`src/rtl/rf_scoreboard.sv`:
```
// Decode-stage register file with write-first bypass, per-register
// busy scoreboard and a post-reset clear sequencer.
module rf_scoreboard #(
    parameter int DATA_W   = 32,
    parameter int ADDR_W   = 5,
    parameter int ZERO_REG = 1
) (
    input  logic              clk,
    input  logic              rst,
    input  logic              we,
    input  logic [ADDR_W-1:0] waddr,
    input  logic [DATA_W-1:0] wdata,
    input  logic [ADDR_W-1:0] raddr1,
    input  logic [ADDR_W-1:0] raddr2,
    output logic [DATA_W-1:0] rdata1,
    output logic [DATA_W-1:0] rdata2,
    output logic              busy1,
    output logic              busy2,
    input  logic              issue_en,
    input  logic [ADDR_W-1:0] issue_addr,
    input  logic              flush,
    output logic              ready
);

    localparam int DEPTH = 2 ** ADDR_W;
    localparam logic [ADDR_W-1:0] CLR_FIRST = ADDR_W'(ZERO_REG != 0 ? 1 : 0);
    localparam logic [ADDR_W-1:0] CLR_LAST = ADDR_W'(DEPTH - 1);

    typedef enum logic {
        CLEAR,
        RUN
    } state_t;

    state_t            state;
    state_t            state_nx;
    logic [ADDR_W-1:0] clr_idx;
    logic [ADDR_W-1:0] clr_idx_nx;
    logic [DATA_W-1:0] rf [DEPTH];
    logic [DEPTH-1:0]  busy;
    logic [DEPTH-1:0]  busy_nx;
    logic              run;
    logic              wr_en;

    assign run   = (state == RUN);
    assign ready = run;
    assign wr_en = run && we && !(ZERO_REG != 0 && waddr == '0);

    always_ff @(posedge clk or posedge rst) begin
        if (rst) begin
            state   <= CLEAR;
            clr_idx <= CLR_FIRST;
        end else begin
            state   <= state_nx;
            clr_idx <= clr_idx_nx;
        end
    end

    always_comb begin
        state_nx   = state;
        clr_idx_nx = clr_idx;
        if (state == CLEAR) begin
            clr_idx_nx = clr_idx + 1'b1;
            if (clr_idx == CLR_LAST) state_nx = RUN;
        end
    end

    // Array deliberately has no reset; the sequencer zeroes it instead.
    always_ff @(posedge clk) begin
        if (!run) begin
            rf[clr_idx] <= '0;
        end else if (wr_en) begin
            rf[waddr] <= wdata;
        end
    end

    // A new producer on the same register outranks the retiring one.
    always_comb begin
        busy_nx = busy;
        if (run) begin
            if (flush) begin
                busy_nx = '0;
            end else begin
                if (we) busy_nx[waddr] = 1'b0;
                if (issue_en) busy_nx[issue_addr] = 1'b1;
            end
        end
        if (ZERO_REG != 0) busy_nx[0] = 1'b0;
    end

    always_ff @(posedge clk or posedge rst) begin
        if (rst) busy <= '0;
        else busy <= busy_nx;
    end

    function automatic logic [DATA_W-1:0] rd_val(input logic [ADDR_W-1:0] a);
        if (!run) return '0;
        if (ZERO_REG != 0 && a == '0) return '0;
        if (we && waddr == a) return wdata;
        return rf[a];
    endfunction

    function automatic logic rd_busy(input logic [ADDR_W-1:0] a);
        return run && busy[a] && !(we && waddr == a);
    endfunction

    assign rdata1 = rd_val(raddr1);
    assign rdata2 = rd_val(raddr2);
    assign busy1  = rd_busy(raddr1);
    assign busy2  = rd_busy(raddr2);

endmodule

```
`config.mk`:
```
export PLATFORM = sky130hd
export DESIGN_NAME = rf_scoreboard
export DESIGN_NICKNAME = d
export VERILOG_FILES = /design/src/rtl/rf_scoreboard.sv
export SDC_FILE = /design/constraint.sdc
export NUM_CORES = 1
export LEC_CHECK = 0
export BUFFER_PORTS_ARGS = -buffer_cell sky130_fd_sc_hd__buf_4
export CELL_PAD_IN_SITES_DETAIL_PLACEMENT = 0
export CELL_PAD_IN_SITES_GLOBAL_PLACEMENT = 1
export CORE_ASPECT_RATIO = 1.75
export CORE_UTILIZATION = 45
export CTS_CLUSTER_DIAMETER = 100
export DETAILED_ROUTE_END_ITERATION = 10
export GPL_TIMING_DRIVEN = 1
export MAX_ROUTING_LAYER = met4
export PLACE_DENSITY = 0.7
export SYNTH_ARGS = -nofsm -noshare
export SYNTH_HDL_FRONTEND = slang
export SYNTH_SLANG_ARGS = --single-unit
```
`constraint.sdc`:
```
create_clock -name clk -period 4.9 [get_ports clk]
set_input_delay 0.245 -clock clk [delete_from_list [all_inputs] [get_ports clk]]
set_output_delay 0.245 -clock clk [all_outputs]
set_load 0.03 [all_outputs]
```
# Yosys cells after proc, flatten, opt, wreduce, memory -nomap -nowiden
# Memory sizes are Yosys's and may differ from the RTL's.
# Index checks and enable logic that the tools add are counted.
# word_totals
reg_bits	37
mem_bits_rw	1024
in_bits	57
memories	1
# mem_list
memory	depth	word_bits	read_ports	rd_clocked_by_memory_dff	write_ports	line	text
rf	32	32	2	0	1	38	logic [DATA_W-1:0] rf [DEPTH];
# op_classes
add_sub_neg	1
order_cmp	6
eq_ne	3
muxes	43
bitwise	3
reduce_logical	17
# op_table
cell	n
32-bit 2-to-1 mux	17
32-bit bitwise AND	1
32-bit NOT	1
32-bit OR	1
32-bit OR reduction	1
5-bit by 6-bit less-than comparator with 1-bit output, second input constant	4
1-bit 2-to-1 mux	21
5-bit logical NOT	3
1-bit binary-select mux with 5-bit select	2
1-bit demux with 5-bit select	2
5-bit == test	2
5-bit by 1-bit greater-or-equal comparator with 1-bit output, second input constant	2
1-bit logical AND	10
5-bit by 1-bit adder with 5-bit output, second input constant	1
5-bit == test, second input constant	1
5-bit 2-to-1 mux	1
1-bit logical NOT	3

# Logic depth before layout (Yosys ltp)
# Gate-level depths: netlist of the first run.
# logic_depth
word_depth	12
mapped_depth	10

# Least setup slack after synthesis of the first run
# No wires, ideal clock.
# synth_path
kind	register to register
from	register state (netlist: ready)
to	memory rf[8][0], enable pin
arrival_time_ps	2962
required_time_ps	4479
path_slack_ps	1517
path_stages_with_launch	7
path_buffers	2
synth_period_minus_slack_ps	3383
path_cell_list	dfrtp_1 clkbuf_1 nand2_1 a21oi_1 clkbuf_1 a21oi_1 nor2_1
# synth_via
elab_chain_len	7
word_cells_on_any_way	9
cone_classes	mux (6); reduce/logical (3)
# synth_rtl
element	line	text
start, declared	34	state_t state;
start signal, assigned	53	state <= state_nx;
1-bit logical AND (2 in a row)	46	assign wr_en = run && we && !(ZERO_REG != 0 && waddr == '0);
1-bit 2-to-1 mux	71	end else if (wr_en) begin
1-bit 2-to-1 mux	69	if (!run) begin
1-bit 2-to-1 mux (not written as such)	72	rf[waddr] <= wdata;
32-bit OR reduction (no line)	--	
5-bit 2-to-1 mux (no line) / 1-bit 2-to-1 mux (equally long branches)	--	
end, declared	38	
# Parallel ways exist; a longest one is shown, timed or not.

# Worst setup path after layout of the first run
# layout_path
from	input raddr1[2]
to	output rdata1[18]
# layout_via
elab_chain_len	8
word_cells_on_any_way	14
cone_classes	eq/ne (1); mux (10); reduce/logical (2); memory (1)
# layout_rtl
element	line	text
start, declared	13	input logic [ADDR_W-1:0] raddr1,
5-bit == test	98	if (we && waddr == a) return wdata;
1-bit logical AND	98	
1-bit 2-to-1 mux (2 in a row)	98	
1-bit 2-to-1 mux	97	if (ZERO_REG != 0 && a == '0) return '0;
32-bit 2-to-1 mux	99	return rf[a];
32-bit 2-to-1 mux *	98	
32-bit 2-to-1 mux *	97	
end, declared	15	output logic [DATA_W-1:0] rdata1,
# Mark *: on every way between the ends. The rest lies on a longest branch, timed or not. The select of a mux whose other input is x is not followed.

==> results of run 1 <==
[report_power, final]
group | total (mW) | internal, mW | switching (mW)
Combinational | 1.88 | 0.705 | 1.17
Clock | 7.64 | 4.17 | 3.47
Sequential | 9.98 | 9.98 | 0.00658
[cells in the mapped netlist, types with 4 or more instances]
| master | count | area share |
|---|---|---|
| nand3b_1 | 4 | 0.00059 |
| a22oi_1 | 33 | 0.0049 |
| a22o_1 | 4 | 0.00069 |
| buf_4 | 21 | 0.0031 |
| mux2i_1 | 106 | 0.021 |
| dfrtp_1 | 36 | 0.018 |
| buf_2 | 61 | 0.0060 |
| a211oi_1 | 34 | 0.0050 |
| nor2_1 | 87 | 0.0065 |
| o21ai_0 | 94 | 0.0093 |
| buf_6 | 12 | 0.0027 |
| o21ai_1 | 12 | 0.0012 |
| o22ai_1 | 37 | 0.0046 |
| nand3_1 | 6 | 0.00059 |
| buf_1 | 32 | 0.0024 |
| and2_1 | 38 | 0.0047 |
| nand2b_1 | 6 | 0.00074 |
| or3_1 | 5 | 0.00062 |
| nor3_1 | 5 | 0.00049 |
| a31oi_1 | 4 | 0.00049 |
| inv_1 | 4 | 0.00030 |
| mux2_2 | 8 | 0.0018 |
| a221oi_1 | 13 | 0.0023 |
| mux4_2 | 560 | 0.25 |
| xor2_1 | 4 | 0.00069 |
| edfxtp_1 | 1024 | 0.61 |
| and3_1 | 4 | 0.00049 |
| a21oi_1 | 80 | 0.0079 |
| clkbuf_1 | 88 | 0.0065 |
| mux2_1 | 11 | 0.0024 |
| nor3b_1 | 5 | 0.00074 |
| o21bai_1 | 30 | 0.0045 |
| a211o_1 | 31 | 0.0054 |
| xnor2_1 | 9 | 0.0016 |
| nand2_1 | 47 | 0.0035 |
| nor2b_1 | 34 | 0.0042 |
[state kept, by name (all words and copies together) (netlist names)]
signal	flops
rf	1024
busy	31
clr_idx	5
ready	1
[per-stage QoR]
step / hold slack, ns / util / total power, mW / instances
global route: 0.0889 / 0.513 / 19.9 / 4331
floorplan: 0.424 / - / 11.3 / 2631
CTS: 0.0431 / 0.513 / 19.6 / 4330
finish: 0.0906 / 0.513 / 19.5 / 4331
detailed placement: 0.397 / 0.484 / 12.1 / 4146
global placement: 0.380 / 0.484 / 12.0 / 4146
[layout by cell type, fill, tap and decap left out, types with 9 or more instances in the layout]
master,count
mux2i_1,106
a22oi_1,33
o21bai_1,30
and2_1,38
clkinv_1,15
a211o_1,31
bufinv_16,11
buf_4,219
o21ai_0,94
clkbuf_16,95
clkbuf_1,14
nor2_1,53
edfxtp_1,1024
xnor2_1,9
dlygate4sd3_1,12
nand2_1,47
buf_12,29
o21ai_1,11
mux4_2,560
mux2_1,11
dfrtp_1,36
a21oi_1,75
o22ai_1,37
a221oi_1,13
clkinv_2,21
a211oi_1,34
nor2b_1,31
nor2_4,33
[worst max path at each step]
| stage | to | slack [ns] | start | cells after the start |
|---|---|---|---|---|
| global route | rdata1[10] | 1.42 | raddr1[0] | 8 |
| global placement | rf[24][6] | 1.19 | waddr[2] | 7 |
| CTS | rdata2[25] | 1.50 | raddr2[0] | 8 |
| detailed placement | rf[25][26] | 1.22 | waddr[2] | 7 |
| finish | rdata1[18] | 1.49 | raddr1[2] | 8 |
| floorplan | rf[8][0] | 1.52 | ready | 6 |
[cell families after synthesis]
group,count (synthesis)
mux,685
flops,1061
buf+inv,221
simple gates,259
xor+xnor,13
fa+ha+maj,2
compound gates,390
[layout make-up]
type | count | area share
diodes | 1 | 0.0000437
clock inverters | 63 | 0.0117
multi-input cells | 1349 | 0.317
flip-flops and latches | 1061 | 0.553
well taps | 1476 | 0.0323
inverters | 7 | 0.000525
repair buffers | 265 | 0.0422
clock buffers | 109 | 0.0425
[what timing repair did]
item | 4_1_cts | 5_1_grt
gates resized for setup | 0 | 0
hold buffers | 12 | 0
endpoints found under the hold margin | 68 | 0
[per-layer routing]
| layer | wire, um | vias to the layer above | global-route usage |
|---|---|---|---|
| li1 | - | 11600 | - |
| met1 | 55500 | 16100 | 0.330 |
| met2 | 87000 | 1521 | 0.518 |
| met3 | 10200 | 451 | 0.0385 |
| met4 | 12100 | 0 | 0.190 |
| met5 | 0 | - | - |
[critical path, delay by kind of cell]
kind | cells | cell delay [ns]
xor gates and xnor gates | 1 | 0.19
and+or+nand+nor | 3 | 1.39
AOI/OAI and AO/OA | 1 | 0.28
buffers and inverters | 3 | 1.03
==> qor.txt, run 1 <==
status: finished clean
remaining global-route overflow: 0
FF+latch count, synth: 1,061
Post-Synth XOR/XNOR Area: 0.00225
Post-Synth Adder-Cell Area: 0.000495
share of cells above drive strength 1: 0.357
Die Y: 446 um
EDFF count, synth: 1,024
io pins: 124
CP max FO: 26
register area: 0.0317 mm^2
Iter 0 DRT Violations: 2,868
Slew Viols, Final: 0
Tmin final: 3.41 ns
WHS Endpoint: busy[15]
Post-Syn Instances: 2,631
pwr dens: 341 mW/mm^2
clock root cell: clkbuf_16
post-route design area: 0.0572 mm^2
Max stage delay on crit path: 0.55 ns
Slew headroom: 0.216
H-tree Lvls: 3
Lkg Pwr: 20.0 nW
area of the multi-input gates: 0.0182 mm^2
compound-gate portion of the synthesized area: 0.0494
Worst-Margin Slew: 1.18 ns
Layout Area Growth over Synthesis: 13.1%
Residual DRC: 0
maxcap violations: 0
VDD IR-drop max: 0.000250 V
CP Class: input pin to output pin
# fillers: 8,920
setup violators final: 0
ys async rst share: 0.0349
crit end category: output pin
iteration count of the initial detailed-routing pass: 5
CTS tree: yes
clk_skew: 0.0132 ns
Net Count, Synth: 2,690
core area: 0.111 mm^2
row count: 162
R2R cell count: 5
Mean Syn Cell Area: 19.2 um^2
Clock transition at path regs: 0.06 ns
number of global-route vias before repair: 31,600
CP Launch Type: input pin
largest net degree at the start of global routing: 81
top_reg_cell synth: edfxtp_1
Initial Util: 0.454
first-pass GRT wire length: 233,000 um
Die ar.: 0.114 mm^2
dpl ws: 1.22 ns
setup ws final: 1.49 ns
Netlist cell types: 61
largest family of logic cells by synthesized area: multiplexers
beginning of the worst hold path: flush
WP data required: 4.66 ns
RSZ-0062 raised after global routing: false
CP dominant cell by count: buf_4
CTS max path bufs: 3
register area share after synthesis: 0.626
crit path cell chain: buf_4 -> xnor2_1 -> nand4_1 -> or2_0 -> nor2_4 -> buf_12 -> a211o_1 -> buf_4
final WL: 165,000 um
total number of vias: 29,700
final hold vios: 0
hold depth: 4
Crit-path slowest cell: or2_0
Die Width: 255 um
Vias/cell: 6.85
Worst EP arrival: 3.16 ns
Detail Placement HPWL: 103,000 um
GRT Overall Usage: 0.301
mux cell area share after synthesis: 0.274
Placed Area: 0.0540 mm^2
Synth Warn #: 0
Mapped Area: 0.0506 mm^2
terminus of the critical flop-to-flop path: rf[12][29]
Clock Latency Late Sink: 0.70 ns
Wirelength per Cell: 38.1 um
Reg2Reg Setup Slack: 1.73 ns
setup TNS: 0 ns
simple-gate portion of the synthesized area: 0.0260
reg2reg start: ready
min-delay worst type: input pin to flip-flop
CTS sink cnt: 1,061
setup bufs post-CTS: 0
GPL Wtd Cong: 0.855
Max Clock Freq: 0.293 GHz
crit share post-route: 0.695
Layout Nets: 2,837
final antenna-violating net count: 0
initial antenna violation count: 1
TritonCTS buffer count: 94
Port Buffer Count: 123
(Power assumes the default switching activity.)
==> run 2, diff against run 1 <==
- PLACE_DENSITY: 0.7 -> 0.73
- clock period: 4.9 -> 3 ns (I/O delays scaled with it)
==> run 2 against run 1 <==
  * Final area up 3.1%
  * First-iteration DRC count up 22%
  * Count of clock-buffer cells in the layout down 3
  * Power up 68%
  * Flip-flop and latch count unchanged
  * Largest power group unchanged
==> qor.txt, run 2 (synthesis gave the netlist of run 1 again) <==
Worst EP arrival: 2.84 ns
Layout Nets: 2,966
commonest non-fill, non-tap cells in the layout: 1,024 x edfxtp_1, 560 x mux4_2, 297 x buf_4
Detail Placement HPWL: 102,000 um
setup ws final: 0.0125 ns
CP Launch Type: flip-flop
dpl ws: 0.0912 ns
clk_skew: 0.0292 ns
first-pass GRT wire length: 235,000 um
Max Clock Freq: 0.335 GHz
io pins: 124
remaining global-route overflow: 0
# fillers: 8,769
setup violators final: 0
beginning of the worst hold path: waddr[2]
Vias/cell: 6.86
final antenna-violating net count: 0
total number of vias: 30,700
Slew Viols, Final: 0
Slew headroom: 0.283
Placed Cells: 4,260
final WL: 165,000 um
row count: 162
hold depth: 5
Reg2Reg Setup Slack: 0.13 ns
VDD IR-drop max: 0.000550 V
status: finished clean
GRT Overall Usage: 0.301
Residual DRC: 0
CP Class: flip-flop to output pin
H-tree Lvls: 3
biggest registers after layout: rf x1024, busy x31, clr_idx x5
setup TNS: 0 ns
fin util: 0.529
core area: 0.111 mm^2
WHS Endpoint: busy[17]
Worst-Margin Slew: 1.08 ns
Clock Latency Late Sink: 0.72 ns
Lkg Pwr: 20.9 nW
terminus of the critical flop-to-flop path: busy[14]
share of cells above drive strength 1: 0.388
Die ar.: 0.114 mm^2
final hold vios: 0
WP data required: 2.85 ns
Pwr Total: 32.8 mW
initial antenna violation count: 5
RSZ-0062 raised after global routing: false
Tmin final: 2.99 ns
min-delay worst type: input pin to flip-flop
iteration count of the initial detailed-routing pass: 6
R2R cell count: 8
maxcap violations: 0
crit share post-route: 0.996
Iter 0 DRT Violations: 3,493
largest net degree at the start of global routing: 78
GPL Wtd Cong: 0.855
Port Buffer Count: 123
clock root cell: clkbuf_16
TritonCTS buffer count: 96
Clock transition at path regs: 0.07 ns
CTS sink cnt: 1,061
Post-Layout Cell Count: 4,471
Initial Util: 0.454
CTS max path bufs: 3
Wirelength per Cell: 37.0 um
Top reg by flops: rf
max reg flops: 1,024
register area: 0.0317 mm^2
Die Width: 255 um
Layout Area Growth over Synthesis: 16.7%
area of the multi-input gates: 0.0182 mm^2
pwr dens: 555 mW/mm^2
crit end category: output pin
Die Y: 446 um
commonest non-fill, non-tap cell in the layout: edfxtp_1
CP max FO: 2
CTS tree: yes
number of global-route vias before repair: 32,400
reg2reg start: ready
[run 2: changes by cell type in the layout (fill, tap and decap cells not counted), moves of 3 or more]
| cell | previous run | this run |
|---|---|---|
| buf_4 | 219 | 297 |
| a211oi_1 | 34 | 31 |
| clkbuf_16 | 95 | 99 |
| diode_2 | 1 | 4 |
| inv_6 | 2 | 8 |
| bufinv_16 | 11 | 15 |
| clkinvlp_4 | 4 | 9 |
| dlygate4sd3_1 | 12 | 21 |
| a211oi_2 | 0 | 3 |
| clkbuf_1 | 14 | 7 |
| buf_12 | 29 | 68 |
[run 2: critical path, stage by stage, from the launching register on]
cell,delay [ns]
edfxtp_1,0.41
mux4_2,0.50
mux4_2,0.51
nor2b_1,0.18
a211o_1,0.32
buf_4,0.20
[run 2: per-layer routing]
| layer | global-route usage | vias to the layer above | wire (um) |
|---|---|---|---|
| li1 | - | 11900 | - |
| met1 | 0.336 | 16300 | 54500 |
| met2 | 0.509 | 1938 | 86000 |
| met3 | 0.0473 | 555 | 13300 |
| met4 | 0.183 | 0 | 11400 |
| met5 | - | - | 0 |
[run 2: cell type report]
type	instances	area share
Sequential cell	1061	0.537
Antenna cell	4	0.000170
Clock buffer	106	0.0424
Multi-Input combinational cell	1349	0.308
Timing Repair Buffer	392	0.0659
Clock inverter	76	0.0147
Tap cell	1476	0.0313
Inverter	7	0.000509
[run 2: per-stage QoR]
stage	hold slack (ns)	cell area [um^2]
after floorplan	0.329	50600
after global placement	0.308	55300
after detailed placement	0.325	55300
after CTS	0.0437	59000
after global routing	0.101	59000
final	0.0794	59000
[run 2: report_power, final]
| part | total, mW | switching, mW | leakage, nW | internal (mW) |
|---|---|---|---|---|
| clock | 13.3 | 5.89 | 1.64 | 7.41 |
| combinational | 3.17 | 1.89 | 8.09 | 1.28 |
| sequential | 16.3 | 0.0112 | 11.1 | 16.3 |
| total | 32.8 | 7.79 | 20.9 | 25.0 |
[run 2: worst max-delay path by stage]
stage	from	to	slack, ns	cells after the start
after global routing	ready	rdata2[25]	0.002	7
after detailed placement	raddr1[4]	rdata1[17]	0.09	8
after CTS	rf[12][19]	rdata1[19]	0.01	5
after floorplan	ready	rf[8][0]	-0.38	6
after global placement	raddr1[4]	rdata1[17]	0.07	8
final	rf[15][9]	rdata1[9]	0.01	5
[run 2: what timing repair did]
item,CTS,global route
gates resized for setup,10,2
hold buffers,21,0
pin swaps,3,1
hold endpoints to repair,82,0
setup buffers,4,0
setup endpoints to repair,27,3
==> run 3, diff against run 2 <==
- CORE_UTILIZATION: 45 -> 50
- PLACE_DENSITY: 0.73 -> 0.79
==> run 3 against run 2 <==
  * Worst setup slack improved by 0.022 ns
  * Combinational power about the same
  * Highest routed layer unchanged
  * Flip-flop and latch count unchanged
  * Hold slack got worse by 0.022 ns
  * Sequential share of layout area increased by 0.72 points
  * Die area decreased by 9.9%
==> qor.txt, run 3 (synthesis gave the netlist of run 1 again) <==
status: finished clean
Clock transition at path regs: 0.06 ns
first-pass GRT wire length: 232,000 um
Layout Nets: 2,950
crit share post-route: 0.989
Die ar.: 0.103 mm^2
Placed Area: 0.0551 mm^2
total number of vias: 30,900
crit end category: output pin
CP dominant cell by count: buf_4
max reg flops: 1,024
Worst EP arrival: 2.82 ns
Sequential Power Share: 0.517
iteration count of the initial detailed-routing pass: 7
Detail Placement HPWL: 101,000 um
final hold vios: 0
Crit path max-delay family: multiplexers
Placed Cells: 4,107
crit path cell chain: mux4_2 -> mux2i_2 -> o22ai_1 -> buf_4 -> a21oi_2 -> a21oi_1 -> buf_4
commonest non-fill, non-tap cells in the layout: 1,024 x edfxtp_1, 560 x mux4_2, 292 x buf_4
number of global-route vias before repair: 32,400
clk_skew: 0.0278 ns
Slew Viols, Final: 0
Worst Path Buf+Inv: 2
pwr dens: 541 mW/mm^2
CTS tree: yes
TritonCTS buffer count: 91
GPL Wtd Cong: 0.882
CP max FO: 2
final WL: 163,000 um
io pins: 124
Clock power frac: 0.382
Die Y: 423 um
share of cells above drive strength 1: 0.378
RSZ-0062 raised after global routing: false
commonest non-fill, non-tap cell in the layout: edfxtp_1
Initial Util: 0.504
GRT Overall Usage: 0.333
final antenna-violating net count: 0
Tmin final: 2.97 ns
setup bufs post-CTS: 0
post-route design area: 0.0582 mm^2
Iter 0 DRT Violations: 4,230
remaining global-route overflow: 0
Post-Layout Cell Count: 4,292
biggest registers after layout: rf x1024, busy x31, clr_idx x5
H-tree Lvls: 3
CP Launch Type: flip-flop
clock root cell: clkbuf_16
largest net degree at the start of global routing: 96
min-delay worst type: input pin to flip-flop
Lkg Pwr: 20.6 nW
Clock Latency Late Sink: 0.73 ns
initial antenna violation count: 3
Layout Area Growth over Synthesis: 15.1%
CTS max path bufs: 3
Port Buffer Count: 123
VDD IR-drop max: 0.000497 V
Top reg by flops: rf
Vias/cell: 7.20
Max stage delay on crit path: 0.49 ns
WP data required: 2.85 ns
Die Width: 242 um
Max Clock Freq: 0.337 GHz
Int Pwr: 24.0 mW
Switch Pwr: 7.48 mW
Worst-Margin Slew: 1.41 ns
Wirelength per Cell: 38.1 um
CP Class: flip-flop to output pin
core area: 0.100 mm^2
Gate power share: 0.101
Residual DRC: 0
Slew headroom: 0.0611
CTS sink cnt: 1,061
maxcap violations: 0
switching part of the total: 0.238
row count: 154
Crit-path slowest cell: mux4_2
setup violators final: 0
==> run 3: cell types whose count changed in the layout (fill, tap and decap cells not counted), moves of 6 or more <==
cell        change
clkinvlp_4      -8
bufinv_16       -6
clkbuf_1       +12
clkbuf_16       -7
clkinv_1        +9
clkinv_2        -6
clkinv_4        -7
==> run 3: layout make-up <==
type,count,area [um^2]
inverters,7,30.0
flip-flops and latches,1061,31700
repair buffers,381,3740
well taps,1326,1660
fillers,7176,42100
diodes,2,5.00
clock buffers,111,2370
clock inverters,55,567
multi-input cells,1349,18200
==> run 3: power groups by stage <==
| stage | registers (mW) | clock network [mW] | logic [mW] |
|---|---|---|---|
| after floorplan | 16.6 | 0 | 1.88 |
| after global placement | 16.6 | 0 | 3.09 |
| after detailed placement | 16.6 | 0 | 3.13 |
| after CTS | 16.3 | 12.1 | 3.16 |
| after global routing | 16.3 | 12.6 | 3.30 |
| final | 16.3 | 12.0 | 3.18 |
==> run 3: final timing paths <==
kind	startpoint	to	slack, ns	cells past startpoint
max in group asynchronous	rst	ready	2.51	4
min reg2reg	busy[18]	busy[18]	0.54	2
min in group asynchronous	rst	busy[9]	0.13	4
max reg2reg	ready	busy[11]	0.16	8
min	waddr[3]	busy[22]	0.06	5
max	rf[28][20]	rdata2[20]	0.03	7
==> run 3: stage by stage <==
stage	hold slack (ns)	setup slack, ns	TNS, ns	util	power, mW
after global routing	0.110	0.00632	0	0.580	32.2
after CTS	0.0188	-0.00831	-0.0154	0.580	31.5
after global placement	0.284	0.153	0	0.549	19.7
after detailed placement	0.297	0.148	0	0.549	19.7
after floorplan	0.329	-0.383	-253.04	-	18.5
final	0.0573	0.0341	0	0.580	31.5
==> run 3: repair_timing <==
action                                  in CTS  in global routing
endpoints found under the hold margin       72                  0
pin swaps                                    4                  2
hold buffers                                17                  0
endpoints found under the setup margin      23                 11
resized for setup                           12                  4
cloned                                       0                  0
==> run 3: routing by layer <==
| metal | part of all wire | routed length [um] | up-vias | global-route usage |
|---|---|---|---|---|
| met2 | 0.51 | 82800 | 2136 | 0.541 |
| met4 | 0.078 | 12700 | 0 | 0.228 |
| met5 | 0 | 0 | - | - |
| met1 | 0.32 | 52700 | 16300 | 0.377 |
| met3 | 0.093 | 15300 | 598 | 0.0568 |
| li1 | - | - | 11800 | - |
==> run 3: tightest hold or removal path: stages <==
cell and delay [ns]:
buf_4 0.14, nor2_1 0.14, a21oi_1 0.16, o21ai_0 0.07
o21ai_0 0.07
